`src/rtl/spec_pkg.sv`:
```
// Shared speculation helpers: spec-level width, branch-resolution remap and squash predicate.
package spec_pkg;

    localparam int unsigned SPEC_DEPTH     = 4;
    localparam int unsigned SPEC_LEVEL_BIT = $clog2(SPEC_DEPTH) + 1;
    localparam int unsigned SPEC_TBL_BIT   = SPEC_LEVEL_BIT * (SPEC_DEPTH + 1);

    // Levels beyond the table are left untouched.
    function automatic logic [SPEC_LEVEL_BIT-1:0] spec_remap(
        input logic [SPEC_LEVEL_BIT-1:0] level,
        input logic [SPEC_TBL_BIT-1:0]   tbl
    );
        logic [SPEC_LEVEL_BIT-1:0] res;
        res = level;
        for (int unsigned i = 0; i <= SPEC_DEPTH; i++) begin
            if (level == SPEC_LEVEL_BIT'(i)) begin
                res = tbl[i*SPEC_LEVEL_BIT +: SPEC_LEVEL_BIT];
            end
        end
        return res;
    endfunction

    function automatic logic spec_squash(
        input logic [SPEC_LEVEL_BIT-1:0] level,
        input logic [SPEC_LEVEL_BIT-1:0] fail_level
    );
        return level >= fail_level;
    endfunction

endpackage

```
`src/rtl/spec_pipe_reg.sv`:
```
// One speculative pipeline stage: valid bit, spec level and payload, with
// squash-on-fail and remap-on-succ applied to whatever the stage holds next.
module spec_pipe_reg
    import spec_pkg::*;
#(
    parameter int unsigned PAYLOAD_BIT = 8
) (
    input  logic                      clk,
    input  logic                      rst_n,
    input  logic                      ld_en,
    input  logic                      ld_vld,
    input  logic [PAYLOAD_BIT-1:0]    ld_payload,
    input  logic [SPEC_LEVEL_BIT-1:0] ld_level,
    input  logic                      br_fail,
    input  logic                      br_succ,
    input  logic [SPEC_LEVEL_BIT-1:0] br_fail_level,
    input  logic [SPEC_TBL_BIT-1:0]   br_nxt_levels,
    output logic                      vld,
    output logic [PAYLOAD_BIT-1:0]    payload,
    output logic [SPEC_LEVEL_BIT-1:0] level,
    output logic                      squash_c
);

    logic                      vld_q, vld_d;
    logic [PAYLOAD_BIT-1:0]    payload_q, payload_d;
    logic [SPEC_LEVEL_BIT-1:0] level_q, level_d;
    logic                      src_vld;
    logic [SPEC_LEVEL_BIT-1:0] src_level;

    // Resolution applies to the entry the stage will hold after the edge.
    always_comb begin
        src_vld   = vld_q;
        src_level = level_q;
        payload_d = payload_q;
        if (ld_en) begin
            src_vld   = ld_vld;
            src_level = ld_level;
            payload_d = ld_payload;
        end
        vld_d   = src_vld && !(br_fail && spec_squash(src_level, br_fail_level));
        level_d = br_succ ? spec_remap(src_level, br_nxt_levels) : src_level;
    end

    always_ff @(posedge clk or negedge rst_n) begin
        if (!rst_n) begin
            vld_q     <= 1'b0;
            payload_q <= '0;
            level_q   <= '0;
        end else begin
            vld_q     <= vld_d;
            payload_q <= payload_d;
            level_q   <= level_d;
        end
    end

    assign vld      = vld_q;
    assign payload  = payload_q;
    assign level    = level_q;
    assign squash_c = br_fail && vld_q && spec_squash(level_q, br_fail_level);

endmodule

```
`src/rtl/store_fu.sv`:
```
// Store functional unit: two-stage pipe computing base + sign-extended offset and
// handing stores to store_buf with same-cycle squash gating and level remap.
module store_fu
    import spec_pkg::*;
#(
    parameter int unsigned INST_ID_BIT = 8,
    parameter int unsigned ADDR_BIT    = 16,
    parameter int unsigned DATA_BIT    = 16,
    parameter int unsigned OFS_BIT     = 8
) (
    input  logic                      clk,
    input  logic                      rst_n,
    input  logic                      in_vld,
    output logic                      in_rdy,
    input  logic [INST_ID_BIT-1:0]    in_id,
    input  logic [ADDR_BIT-1:0]       in_base,
    input  logic [OFS_BIT-1:0]        in_ofs,
    input  logic [DATA_BIT-1:0]       in_data,
    input  logic [SPEC_LEVEL_BIT-1:0] in_spec_level,
    output logic                      out_vld,
    input  logic                      out_rdy,
    output logic [INST_ID_BIT-1:0]    out_id,
    output logic [ADDR_BIT-1:0]       out_addr,
    output logic [DATA_BIT-1:0]       out_data,
    output logic [SPEC_LEVEL_BIT-1:0] out_spec_level,
    output logic                      done_vld,
    output logic [INST_ID_BIT-1:0]    done_id,
    input  logic                      br_pred_vld,
    input  logic                      br_pred_succ,
    input  logic [SPEC_LEVEL_BIT-1:0] br_pred_fail_level,
    input  logic [SPEC_TBL_BIT-1:0]   br_pred_succ_nxt_levels
);

    localparam int unsigned A_BIT = INST_ID_BIT + DATA_BIT + ADDR_BIT + OFS_BIT;
    localparam int unsigned B_BIT = INST_ID_BIT + DATA_BIT + ADDR_BIT;

    logic                      br_fail_c, br_succ_c;
    logic                      a_vld, a_sq_c, b_vld, b_sq_c, b_free_c;
    logic [A_BIT-1:0]          a_payload;
    logic [B_BIT-1:0]          b_payload;
    logic [SPEC_LEVEL_BIT-1:0] a_level, b_level;
    logic [INST_ID_BIT-1:0]    a_id;
    logic [DATA_BIT-1:0]       a_data;
    logic [ADDR_BIT-1:0]       a_base, addr_c;
    logic [OFS_BIT-1:0]        a_ofs;

    assign br_fail_c = br_pred_vld && !br_pred_succ;
    assign br_succ_c = br_pred_vld && br_pred_succ;

    assign {a_id, a_data, a_base, a_ofs} = a_payload;
    assign addr_c = a_base + ADDR_BIT'($signed(a_ofs));

    // Combinational ready chain: B frees on handshake or squash, A follows.
    assign out_vld  = b_vld && !b_sq_c;
    assign done_vld = out_vld && out_rdy;
    assign b_free_c = !b_vld || done_vld || b_sq_c;
    assign in_rdy   = !a_vld || b_free_c || a_sq_c;

    spec_pipe_reg #(.PAYLOAD_BIT(A_BIT)) u_stage_a (
        .clk           (clk),
        .rst_n         (rst_n),
        .ld_en         (in_rdy),
        .ld_vld        (in_vld),
        .ld_payload    ({in_id, in_data, in_base, in_ofs}),
        .ld_level      (in_spec_level),
        .br_fail       (br_fail_c),
        .br_succ       (br_succ_c),
        .br_fail_level (br_pred_fail_level),
        .br_nxt_levels (br_pred_succ_nxt_levels),
        .vld           (a_vld),
        .payload       (a_payload),
        .level         (a_level),
        .squash_c      (a_sq_c)
    );

    spec_pipe_reg #(.PAYLOAD_BIT(B_BIT)) u_stage_b (
        .clk           (clk),
        .rst_n         (rst_n),
        .ld_en         (b_free_c),
        .ld_vld        (a_vld),
        .ld_payload    ({a_id, a_data, addr_c}),
        .ld_level      (a_level),
        .br_fail       (br_fail_c),
        .br_succ       (br_succ_c),
        .br_fail_level (br_pred_fail_level),
        .br_nxt_levels (br_pred_succ_nxt_levels),
        .vld           (b_vld),
        .payload       (b_payload),
        .level         (b_level),
        .squash_c      (b_sq_c)
    );

    assign {out_id, out_data, out_addr} = b_payload;
    assign out_spec_level = br_succ_c ? spec_remap(b_level, br_pred_succ_nxt_levels) : b_level;
    assign done_id        = out_id;

endmodule

```
`config.mk`:
```
export PLATFORM = sky130hd
export DESIGN_NAME = store_fu
export DESIGN_NICKNAME = d
export VERILOG_FILES = /design/src/rtl/spec_pkg.sv /design/src/rtl/spec_pipe_reg.sv /design/src/rtl/store_fu.sv
export SDC_FILE = /design/constraint.sdc
export NUM_CORES = 1
export LEC_CHECK = 0
export BUFFER_PORTS_ARGS = -buffer_cell sky130_fd_sc_hd__buf_4
export CORE_ASPECT_RATIO = 0.75
export CORE_MARGIN = 10
export CORE_UTILIZATION = 40
export DETAILED_ROUTE_END_ITERATION = 12
export PLACE_DENSITY_LB_ADDON = 0.2
export SYNTH_ARGS = -nofsm -noshare
export SYNTH_HDL_FRONTEND = slang
export SYNTH_SLANG_ARGS = --single-unit
```
`constraint.sdc`:
```
create_clock -name clk -period 8.87 [get_ports clk]
set_input_delay 1.3305 -clock clk [delete_from_list [all_inputs] [get_ports clk]]
set_output_delay 1.3305 -clock clk [all_outputs]
set_load 0.1 [all_outputs]
```
# Yosys cells after proc, flatten, opt, wreduce, memory -nomap -nowiden
# Cells that the tools add are included.
# totals
regBits	96
latchBits	0
ram_bits	0
romBits	0
input_bits	75
out_inout_bits	54
elab_cells	70
mem_count	0
# op_classes
addsub	1
n_mul	0
div_mod_pow	0
n_lt_le_gt_ge	4
eq_ne	12
n_shift	0
n_mux	22
bitwise	0
n_reduce_logical	25
# op_table
operator	count
two-way mux 3 bit	20
== test 3 x 2 -> 1 bit, second input constant	6
adder 16 bit	1
>= comparator 3 bit	4
logical AND 1 bit	12
== test 3 x 1 -> 1 bit, second input constant	3
== test 3 bit, second input constant	3
logical NOT 3 bit	3
logical NOT 1 bit	6
logical OR 1 bit	4
two-way mux 1 bit	2

# Depth between registers and ports, before layout
# Gate-level depths: netlist of the first run.
# logic_depth
word_depth	19
ltp_mapped	15
ltp_nobuf	13

# Hierarchy
# From an unflattened synthesis of the first run, not the netlist that was laid out.
# hier_totals
cells_unflattened	420
area_unflattened_um2	5197.5
# modules_own_cells
module	instances	cells_each	area_each_um2	seq_area_each_um2
spec_pipe_reg at u_stage_a	1	153	2260.9	1301.2
spec_pipe_reg at u_stage_b	1	136	1964.4	1101.1
store_fu	1	131	972.2	0.0

# Worst setup path after synthesis of the first run
# OpenSTA, ideal clock, no wires.
# synth_path
path_kind	input port to output port
start	in br_pred_succ_nxt_levels[12]
end	out out_spec_level[0]
t_arrival_ns	3.794
required_time_ns	7.539
path_slack_ns	3.745
stages	3
n_path_buf	0
cell_sequence	mux2i_1 o22a_1 o31ai_1
# synth_between
elab_chain_cells	2
# synth_lines
element	line_no	rtl
start, declared	store_fu.sv:31	input logic [SPEC_TBL_BIT-1:0] br_pred_succ_nxt_levels
two-way mux 3 bit	spec_pkg.sv:16	if (level == SPEC_LEVEL_BIT'(i)) begin
two-way mux 3 bit	store_fu.sv:94	assign out_spec_level = br_succ_c ? spec_remap(b_level, br_pred_succ_nxt_levels) : b_level;
end, declared	store_fu.sv:25	output logic [SPEC_LEVEL_BIT-1:0] out_spec_level,
# Every way passes these cells.

# Worst setup path after layout of the first run
# layout_path
start	in br_pred_fail_level[2]
end	out in_rdy
# layout_between
elab_chain_cells	9
word_cells_on_any_way	11
cone_classes	order compare (2); reduce/logical (9)
# layout_lines
element	line_no	rtl
start, declared	store_fu.sv:30	input logic [SPEC_LEVEL_BIT-1:0] br_pred_fail_level,
>= comparator 3 bit	spec_pkg.sv:27	return level >= fail_level;
logical AND 1 bit	spec_pipe_reg.sv:59	assign squash_c = br_fail && vld_q && spec_squash(level_q, br_fail_level);
logical NOT 1 bit	store_fu.sv:54	assign out_vld = b_vld && !b_sq_c;
logical AND 1 bit	store_fu.sv:54	
logical AND 1 bit	store_fu.sv:55	assign done_vld = out_vld && out_rdy;
logical OR 1 bit (2 in series)	store_fu.sv:56	assign b_free_c = !b_vld || done_vld || b_sq_c;
logical OR 1 bit	store_fu.sv:57	assign in_rdy = !a_vld || b_free_c || a_sq_c;
logical OR 1 bit *	store_fu.sv:57	
end, declared	store_fu.sv:14	output logic in_rdy,
# Every way passes the cells marked *; elsewhere a longest branch is shown, timed or not.

==> metrics.json, run 1 <==
{
  "yosysUniqueCellTypes": {"value": 61},
  "place.gp.congestion": {"value": 0.896},
  "grt_overflow": {"value": 0},
  "drtIter0Drc": {"value": 154},
  "post_synth_mux_area_share": {"value": 19.7, "unit": "%"},
  "postPlaceCellArea": {"value": 6130, "unit": "um2"},
  "clock.fmax": {"value": 0.186, "unit": "GHz"},
  "finalSetupTns": {"value": 0, "unit": "ns"},
  "synthCells": {"value": 431},
  "status": {"value": "complete, no violations"},
  "port-buffer-count": {"value": 128},
  "critical_path.most_common_cell": {"value": "buf_4"},
  "tritoncts_buffer_count": {"value": 9},
  "count_of_hold_buffers_inserted_by_post_cts_repair": {"value": 0},
  "holdCritPathClass": {"value": "reg2reg"},
  "final_min_period_over_clock_period": {"value": 60.5, "unit": "%"},
  "row_count": {"value": 35},
  "detail_route.drc_violations": {"value": 0},
  "cts.sink_count": {"value": 96},
  "slew-limit-headroom": {"value": 40.1, "unit": "%"},
  "vdd_ir_drop_max": {"value": 0.204, "unit": "mV"},
  "start_kind": {"value": "input pin"},
  "hold_violations": {"value": 0},
  "final_common_cell": {"value": "buf_4"},
  "groute.usage.overall": {"value": 14.1, "unit": "%"},
  "layout.filler_cells": {"value": 1120},
  "finish.instance_area": {"value": 6430, "unit": "um2"},
  "drive_above_1_share": {"value": 42.6, "unit": "%"},
  "max_slew.worst_pin.slew": {"value": 0.874, "unit": "ns"},
  "dominant_combinational_cell_family_by_area_after_synthesis": {"value": "multiplexers"},
  "fraction_of_the_yosys_area_taken_by_sequential_cells": {"value": 47.3, "unit": "%"},
  "timing.setup.critical_path_class": {"value": "in2out"},
  "cts.htree.levels": {"value": 3},
  "ys_seq_elements": {"value": 96},
  "diodes": {"value": 0},
  "critical-path-max-stage-delay": {"value": 0.90, "unit": "ns"},
  "synth_compound_gate_area_share": {"value": 12.1, "unit": "%"},
  "grt_antenna_before_repair": {"value": 0},
  "ys.warnings.count": {"value": 0},
  "clock_tree.buffer_depth": {"value": 2},
  "final.setup.worst_slack": {"value": 3.51, "unit": "ns"},
  "power_density_over_the_cells": {"value": 362, "unit": "nW/um2"},
  "grt_pass1_vias": {"value": 3954},
  "critPathMaxFanout": {"value": 63},
  "post_synth_fa_ha_maj_area_fraction": {"value": 7.04, "unit": "%"},
  "netlist_area": {"value": 5080, "unit": "um2"},
  "vias": {"value": 3679},
  "die_width": {"value": 150, "unit": "um"},
  "post_synth_and_or_nand_nor_area_fraction": {"value": 7.78, "unit": "%"},
  "required": {"value": 7.54, "unit": "ns"},
  "initial_core_util": {"value": 41.2, "unit": "%"},
  "postSynth.topFlopCell": {"value": "dfrtp_1"},
  "cts_root_buf": {"value": "clkbuf_16"},
  "endpoint_kind": {"value": "output pin"},
  "die_height": {"value": 118, "unit": "um"},
  "post-place-ws": {"value": 3.41, "unit": "ns"},
  "design_power_total": {"value": 2.33, "unit": "mW"},
  "period_minus_slack": {"value": 5.36, "unit": "ns"},
  "path_delay_family": {"value": "buffers and inverters"},
  "cts_tree": {"value": "built"},
  "vias_per_cell": {"value": 5.13},
  "area_delta_synth_final": {"value": 26.5, "unit": "%"},
  "synth_area_per_cell": {"value": 11.8, "unit": "um2"},
  "rsz_0062_raised_after_global_routing": {"value": "no"},
  "wl_final": {"value": 12400, "unit": "um"},
  "synth_xor_xnor_area_share": {"value": 2.07, "unit": "%"},
  "maxCapViolations": {"value": 0},
  "route.antenna.remaining_nets": {"value": 0},
  "timing.final.max_slew_violations": {"value": 0},
  "grt_first_pass_wirelength": {"value": 20200, "unit": "um"},
  "postCtsSetupRepairBufs": {"value": 0},
  "cp_max_delay_cell": {"value": "o311a_4"},
  "largest_net_degree_at_the_start_of_global_routing": {"value": 64},
  "asyncSetResetFlopFracSynth": {"value": 100, "unit": "%"},
  "ios": {"value": 129},
  "skew": {"value": 0.00961, "unit": "ns"},
  "cp.arrival": {"value": 4.03, "unit": "ns"},
  "worstPathBufferInverterCount": {"value": 5},
  "detail_route.wl_per_cell": {"value": 17.3, "unit": "um"},
  "floorplan.die_area": {"value": 17700, "unit": "um2"},
  "net_count_synth": {"value": 534},
  "synth_enable_flop_cells": {"value": 0},
  "setup_viol": {"value": 0},
  "detailedPlacementHpwl": {"value": 9240, "unit": "um"},
  "layout.cells.most_common_list": {"value": "buf_4, dfrtp_1, mux2_2, nand2_1, ha_1"},
  "power.leakage": {"value": 2.91, "unit": "nW"},
  "cts.repair.resized": {"value": 0},
  "fin_nets": {"value": 650},
  "placeableCoreArea": {"value": 12300, "unit": "um2"},
  "clkLatencyLatePin": {"value": 0.34, "unit": "ns"},
  "cts.reportedPaths.clkPinSlew": {"value": 0.07, "unit": "ns"},
  "cp_cell_sequence": {"value": "buf_4 -> inv_1 -> ha_1 -> nor2_1 -> o21ai_2 -> a21oi_4 -> buf_4 -> o311a_4 -> inv_1 -> buf_4"},
  "detail_route.first_pass.iterations": {"value": 4}
}
==> area by class of cell <==
cell class / instances / area, um2 / share of cell area [%]
multi-input cells: 292 / 2470 / 38.5
clock inverters: 6 / 75.1 / 1.17
inverters: 18 / 68.8 / 1.07
flip-flops and latches: 96 / 2400 / 37.4
repair buffers: 130 / 976 / 15.2
clock buffers: 9 / 225 / 3.50
well taps: 166 / 208 / 3.23
==> cells by family (layout without fill, tap and decap cells) <==
family	after synthesis	after routing
multiplexers	86	86
buffers and inverters	43	163
AND/OR/NAND/NOR	82	82
adder cells (fa/ha/maj)	28	28
AO/OA/AOI/OAI	84	84
flip-flops	96	96
XOR/XNOR	12	12
==> worst min-delay path: cells and delay by family, from the launching register on <==
family / cells / cell delay [ns]
compound gates: 1 / 0.06
flops: 1 / 0.35
simple gates: 1 / 0.05
==> layer usage <==
layer	wire (um)	share of wire (%)	up-vias	GRT usage (%)
met5	0	0	-	0
met4	116	0.94	0	3.76
met3	968	7.8	12	5.46
met2	5650	46	108	21.7
met1	5650	46	1770	17.9
li1	-	-	1789	-
==> sequential cells by signal, summed over array words and instances (netlist names) <==
| register | count |
|---|---|
| u_stage_a.payload | 48 |
| u_stage_b.payload | 40 |
| u_stage_a.level | 3 |
| u_stage_b.level | 3 |
| u_stage_a.vld | 1 |
| u_stage_b.vld | 1 |
==> metrics by stage <==
step / util (%) / hold slack [ns] / cells
global route: 52.1 / 0.510 / 717
CTS: 52.1 / 0.491 / 717
detailed placement: 49.6 / 0.476 / 702
floorplan: - / 0.475 / 431
global placement: 49.6 / 0.474 / 702
finish: 52.1 / 0.486 / 717
==> report_power, final <==
group | internal (mW) | total (mW) | leakage [nW] | switching (mW)
Combinational | 0.346 | 1.30 | 1.64 | 0.949
Clock | 0.221 | 0.393 | 0.144 | 0.172
Sequential | 0.549 | 0.639 | 1.12 | 0.0897
==> cells in the mapped netlist, drive strengths merged (5+ instances only) <==
cell / count / area [um2]
dfrtp: 96 / 2400
o22a: 5 / 43.8
nor2: 20 / 75.1
ha: 27 / 338
nor2b: 7 / 43.8
xor2: 7 / 61.3
xnor2: 5 / 43.8
nand3: 5 / 25.0
nor3: 6 / 30.0
mux2i: 9 / 110
buf: 13 / 91.3
mux2: 75 / 848
a21oi: 13 / 76.3
clkbuf: 12 / 45.0
nand2: 28 / 105
inv: 17 / 63.8
nand2b: 7 / 51.3
o21ai: 24 / 124
==> final timing paths <==
check / cells after the start / endpoint / start / slack [ns]
worst min-delay path: 2 / u_stage_b.payload[9] / u_stage_b.payload[9] / 0.49
worst max-delay path: 10 / in_rdy / br_pred_fail_level[2] / 3.51
min in group asynchronous: 1 / u_stage_b.level[2] / rst_n / 0.97
worst min register to register: 2 / u_stage_b.payload[9] / u_stage_b.payload[9] / 0.49
worst max register to register: 14 / u_stage_a.vld / u_stage_b.level[0] / 4.61
max in group asynchronous: 2 / u_stage_a.level[2] / rst_n / 6.80
Note: power is estimated with default switching activity, not from simulation.
==> run 2, diff against run 1 <==
Clock period 8.87 ns to 5.6 ns, I/O delays scaled along.
==> metrics.json, run 2 (synthesis results as in run 1) <==
{
  "layout.filler_cells": {"value": 1118, "change": "-0.18%"},
  "place_inst": {"value": 702, "change": "unchanged"},
  "cts_root_buf": {"value": "clkbuf_16"},
  "max_slew.worst_pin.slew": {"value": 0.867, "unit": "ns", "change": "-0.00700 ns"},
  "cts.sink_count": {"value": 96, "change": "unchanged"},
  "start_kind": {"value": "input pin"},
  "drtIter0Drc": {"value": 182, "change": "+18%"},
  "groute.usage.overall": {"value": 14.2, "unit": "%", "change": "+0.11 points"},
  "cp_max_delay_cell": {"value": "mux2i_1"},
  "placeableCoreArea": {"value": 12300, "unit": "um2", "change": "unchanged"},
  "place.gp.congestion": {"value": 0.895, "change": "about the same"},
  "cts.reportedPaths.clkPinSlew": {"value": 0.07, "unit": "ns", "change": "about the same"},
  "die_height": {"value": 118, "unit": "um", "change": "unchanged"},
  "critPathMaxFanout": {"value": 62, "change": "-1.6%"},
  "flip_flop_count_of_the_largest_register_all_copies_and_words_added": {"value": 48, "change": "unchanged"},
  "timing.setup.critical_path_class": {"value": "in2reg"},
  "power.leakage": {"value": 2.90, "unit": "nW", "change": "about the same"},
  "share_comb_of_total_power": {"value": 56.1, "unit": "%", "change": "+0.4 points"},
  "period_minus_slack": {"value": 3.83, "unit": "ns"},
  "power_density_over_the_cells": {"value": 571, "unit": "nW/um2", "change": "+58%"},
  "critical-path-max-stage-delay": {"value": 0.81, "unit": "ns", "change": "-0.09 ns"},
  "final_common_cell": {"value": "buf_4"},
  "endpoint_kind": {"value": "flip-flop"},
  "floorplan.die_area": {"value": 17700, "unit": "um2", "change": "unchanged"},
  "vdd_ir_drop_max": {"value": 0.418, "unit": "mV", "change": "+100%"},
  "grt_antenna_before_repair": {"value": 0, "change": "unchanged"},
  "diodes": {"value": 0, "change": "unchanged"},
  "drive_above_1_share": {"value": 42.8, "unit": "%", "change": "+0.10 points"},
  "post-place-ws": {"value": 1.38, "unit": "ns", "change": "-2.02 ns"},
  "finalSetupTns": {"value": 0, "unit": "ns", "change": "unchanged"},
  "final.hold.worst_slack": {"value": 0.482, "unit": "ns", "change": "-0.00366 ns"},
  "pwr-share-seq": {"value": 27.6, "unit": "%", "change": "+0.2 points"},
  "wl_met3": {"value": 935, "unit": "um", "change": "-3.4%"},
  "largest_net_degree_at_the_start_of_global_routing": {"value": 63, "change": "-1.6%"},
  "path_delay_family": {"value": "buffers and inverters"},
  "finish.instance_area": {"value": 6420, "unit": "um2", "change": "about the same"},
  "postPlaceCellArea": {"value": 6130, "unit": "um2", "change": "unchanged"},
  "wirelength_met1": {"value": 5720, "unit": "um", "change": "+1.1%"},
  "route.top_layer_used": {"value": "met4"},
  "slew-limit-headroom": {"value": 40.5, "unit": "%", "change": "+0.48 points"},
  "clock.fmax": {"value": 0.261, "unit": "GHz"},
  "power.net_switching": {"value": 1.94, "unit": "mW", "change": "+60%"},
  "postCtsSetupRepairBufs": {"value": 0, "change": "unchanged"},
  "detailedPlacementHpwl": {"value": 9400, "unit": "um", "change": "+1.8%"},
  "cp.arrival": {"value": 4.11, "unit": "ns", "change": "+0.08 ns"},
  "final.setup.worst_slack": {"value": 1.77, "unit": "ns", "change": "-1.74 ns"},
  "rsz_0062_raised_after_global_routing": {"value": "no"},
  "fin_nets": {"value": 650, "change": "unchanged"},
  "count_of_hold_buffers_inserted_by_post_cts_repair": {"value": 0, "change": "unchanged"},
  "route.antenna.remaining_nets": {"value": 0, "change": "unchanged"},
  "cp_cell_sequence": {"value": "buf_4 -> inv_1 -> ha_1 -> inv_1 -> o211ai_2 -> a21oi_4 -> buf_4 -> mux2i_1 -> ha_1 -> nand2b_1 -> a21o_1 -> a21oi_1 -> o22a_1"},
  "required": {"value": 5.87, "unit": "ns", "change": "-1.67 ns"},
  "power.share.switching": {"value": 52.8, "unit": "%", "change": "+0.80 points"},
  "detail_route.drc_violations": {"value": 0, "change": "unchanged"},
  "grt_pass1_vias": {"value": 3943, "change": "-0.28%"},
  "layout.cells.most_common_list": {"value": "buf_4, dfrtp_1, mux2_2, nand2_1, ha_1"},
  "cts_tree": {"value": "built"},
  "skew": {"value": 0.00907, "unit": "ns", "change": "-0.000540 ns"},
  "crit-reg2reg-capture": {"value": "u_stage_b.vld"},
  "grt_first_pass_wirelength": {"value": 20400, "unit": "um", "change": "+1.1%"},
  "setup_viol": {"value": 0, "change": "unchanged"},
  "clock_tree.buffer_depth": {"value": 2, "change": "unchanged"},
  "grt_overflow": {"value": 0, "change": "unchanged"},
  "worstPathBufferInverterCount": {"value": 4, "change": "-1"},
  "power.internal": {"value": 1.73, "unit": "mW", "change": "+55%"},
  "vias": {"value": 3726, "change": "+1.3%"},
  "clkLatencyLatePin": {"value": 0.34, "unit": "ns", "change": "about the same"},
  "maxCapViolations": {"value": 0, "change": "unchanged"},
  "detail_route.wl_per_cell": {"value": 17.5, "unit": "um", "change": "+1.2%"},
  "layout.core_utilization": {"value": 52.0, "unit": "%", "change": "about the same"},
  "detail_route.first_pass.iterations": {"value": 5, "change": "+1"},
  "timing.final.max_slew_violations": {"value": 0, "change": "unchanged"},
  "cts.repair.resized": {"value": 0, "change": "unchanged"},
  "design_power_total": {"value": 3.67, "unit": "mW", "change": "+58%"},
  "row_count": {"value": 35, "change": "unchanged"},
  "initial_core_util": {"value": 41.2, "unit": "%", "change": "unchanged"},
  "status": {"value": "complete, no violations"},
  "tritoncts_buffer_count": {"value": 9, "change": "unchanged"},
  "hold_violations": {"value": 0, "change": "unchanged"},
  "routed-wl-met2": {"value": 5700, "unit": "um", "change": "+0.88%"},
  "reg2regPathDepth": {"value": 12, "change": "-2"},
  "clock_power_share": {"value": 16.3, "unit": "%", "change": "-0.6 points"},
  "timing.rr.start": {"value": "u_stage_b.level[0]"},
  "vias_per_cell": {"value": 5.19, "change": "+1.1%"},
  "port-buffer-count": {"value": 128, "change": "unchanged"},
  "reg2reg_slack": {"value": 1.83, "unit": "ns", "change": "-2.78 ns"},
  "holdCritPathClass": {"value": "in2async"},
  "final_min_period_over_clock_period": {"value": 68.5, "unit": "%"},
  "ios": {"value": 129, "change": "unchanged"},
  "cts.htree.levels": {"value": 3, "change": "unchanged"},
  "area_delta_synth_final": {"value": 26.4, "unit": "%", "change": "about the same"},
  "stdcell_count": {"value": 718, "change": "+0.14%"},
  "wl_final": {"value": 12600, "unit": "um", "change": "+1.3%"},
  "die_width": {"value": 150, "unit": "um", "change": "unchanged"}
}
## run 2: worst max-delay path by stage
stage,start,endpoint,slack [ns],depth (start not counted)
after floorplan,br_pred_succ_nxt_levels[12],out_spec_level[0],1.46,3
after global placement,br_pred_fail_level[2],u_stage_b.vld,1.55,13
after detailed placement,br_pred_fail_level[2],u_stage_b.vld,1.38,13
after CTS,br_pred_fail_level[2],u_stage_b.vld,1.74,13
after global routing,br_pred_fail_level[1],u_stage_b.vld,1.45,13
final,br_pred_fail_level[1],u_stage_b.vld,1.77,13
## run 2: power groups by stage
stage | sequential, mW | combinational (mW) | clock (mW)
5_1_grt | 1.04 | 2.16 | 0.650
4_1_cts | 1.02 | 2.07 | 0.623
3_3_place_gp | 1.02 | 2.04 | 0
6_report | 1.01 | 2.06 | 0.599
2_1_floorplan | 1.79 | 0.866 | 0
3_5_place_dp | 1.03 | 2.07 | 0
## run 2: cell type report
type / instances / area, um2 / area share (%)
Multi-Input combinational cell: 292 / 2470 / 38.5
Clock inverter: 7 / 70.1 / 1.09
Tap cell: 166 / 208 / 3.23
Clock buffer: 9 / 225 / 3.51
Sequential cell: 96 / 2400 / 37.4
Timing Repair Buffer: 130 / 976 / 15.2
Inverter: 18 / 68.8 / 1.07
## run 2: per-layer routing
metal	vias up	global-route usage, %
li1	1782	-
met1	1793	18.6
met2	127	21.6
met3	24	5.07
met4	0	3.70
met5	-	0
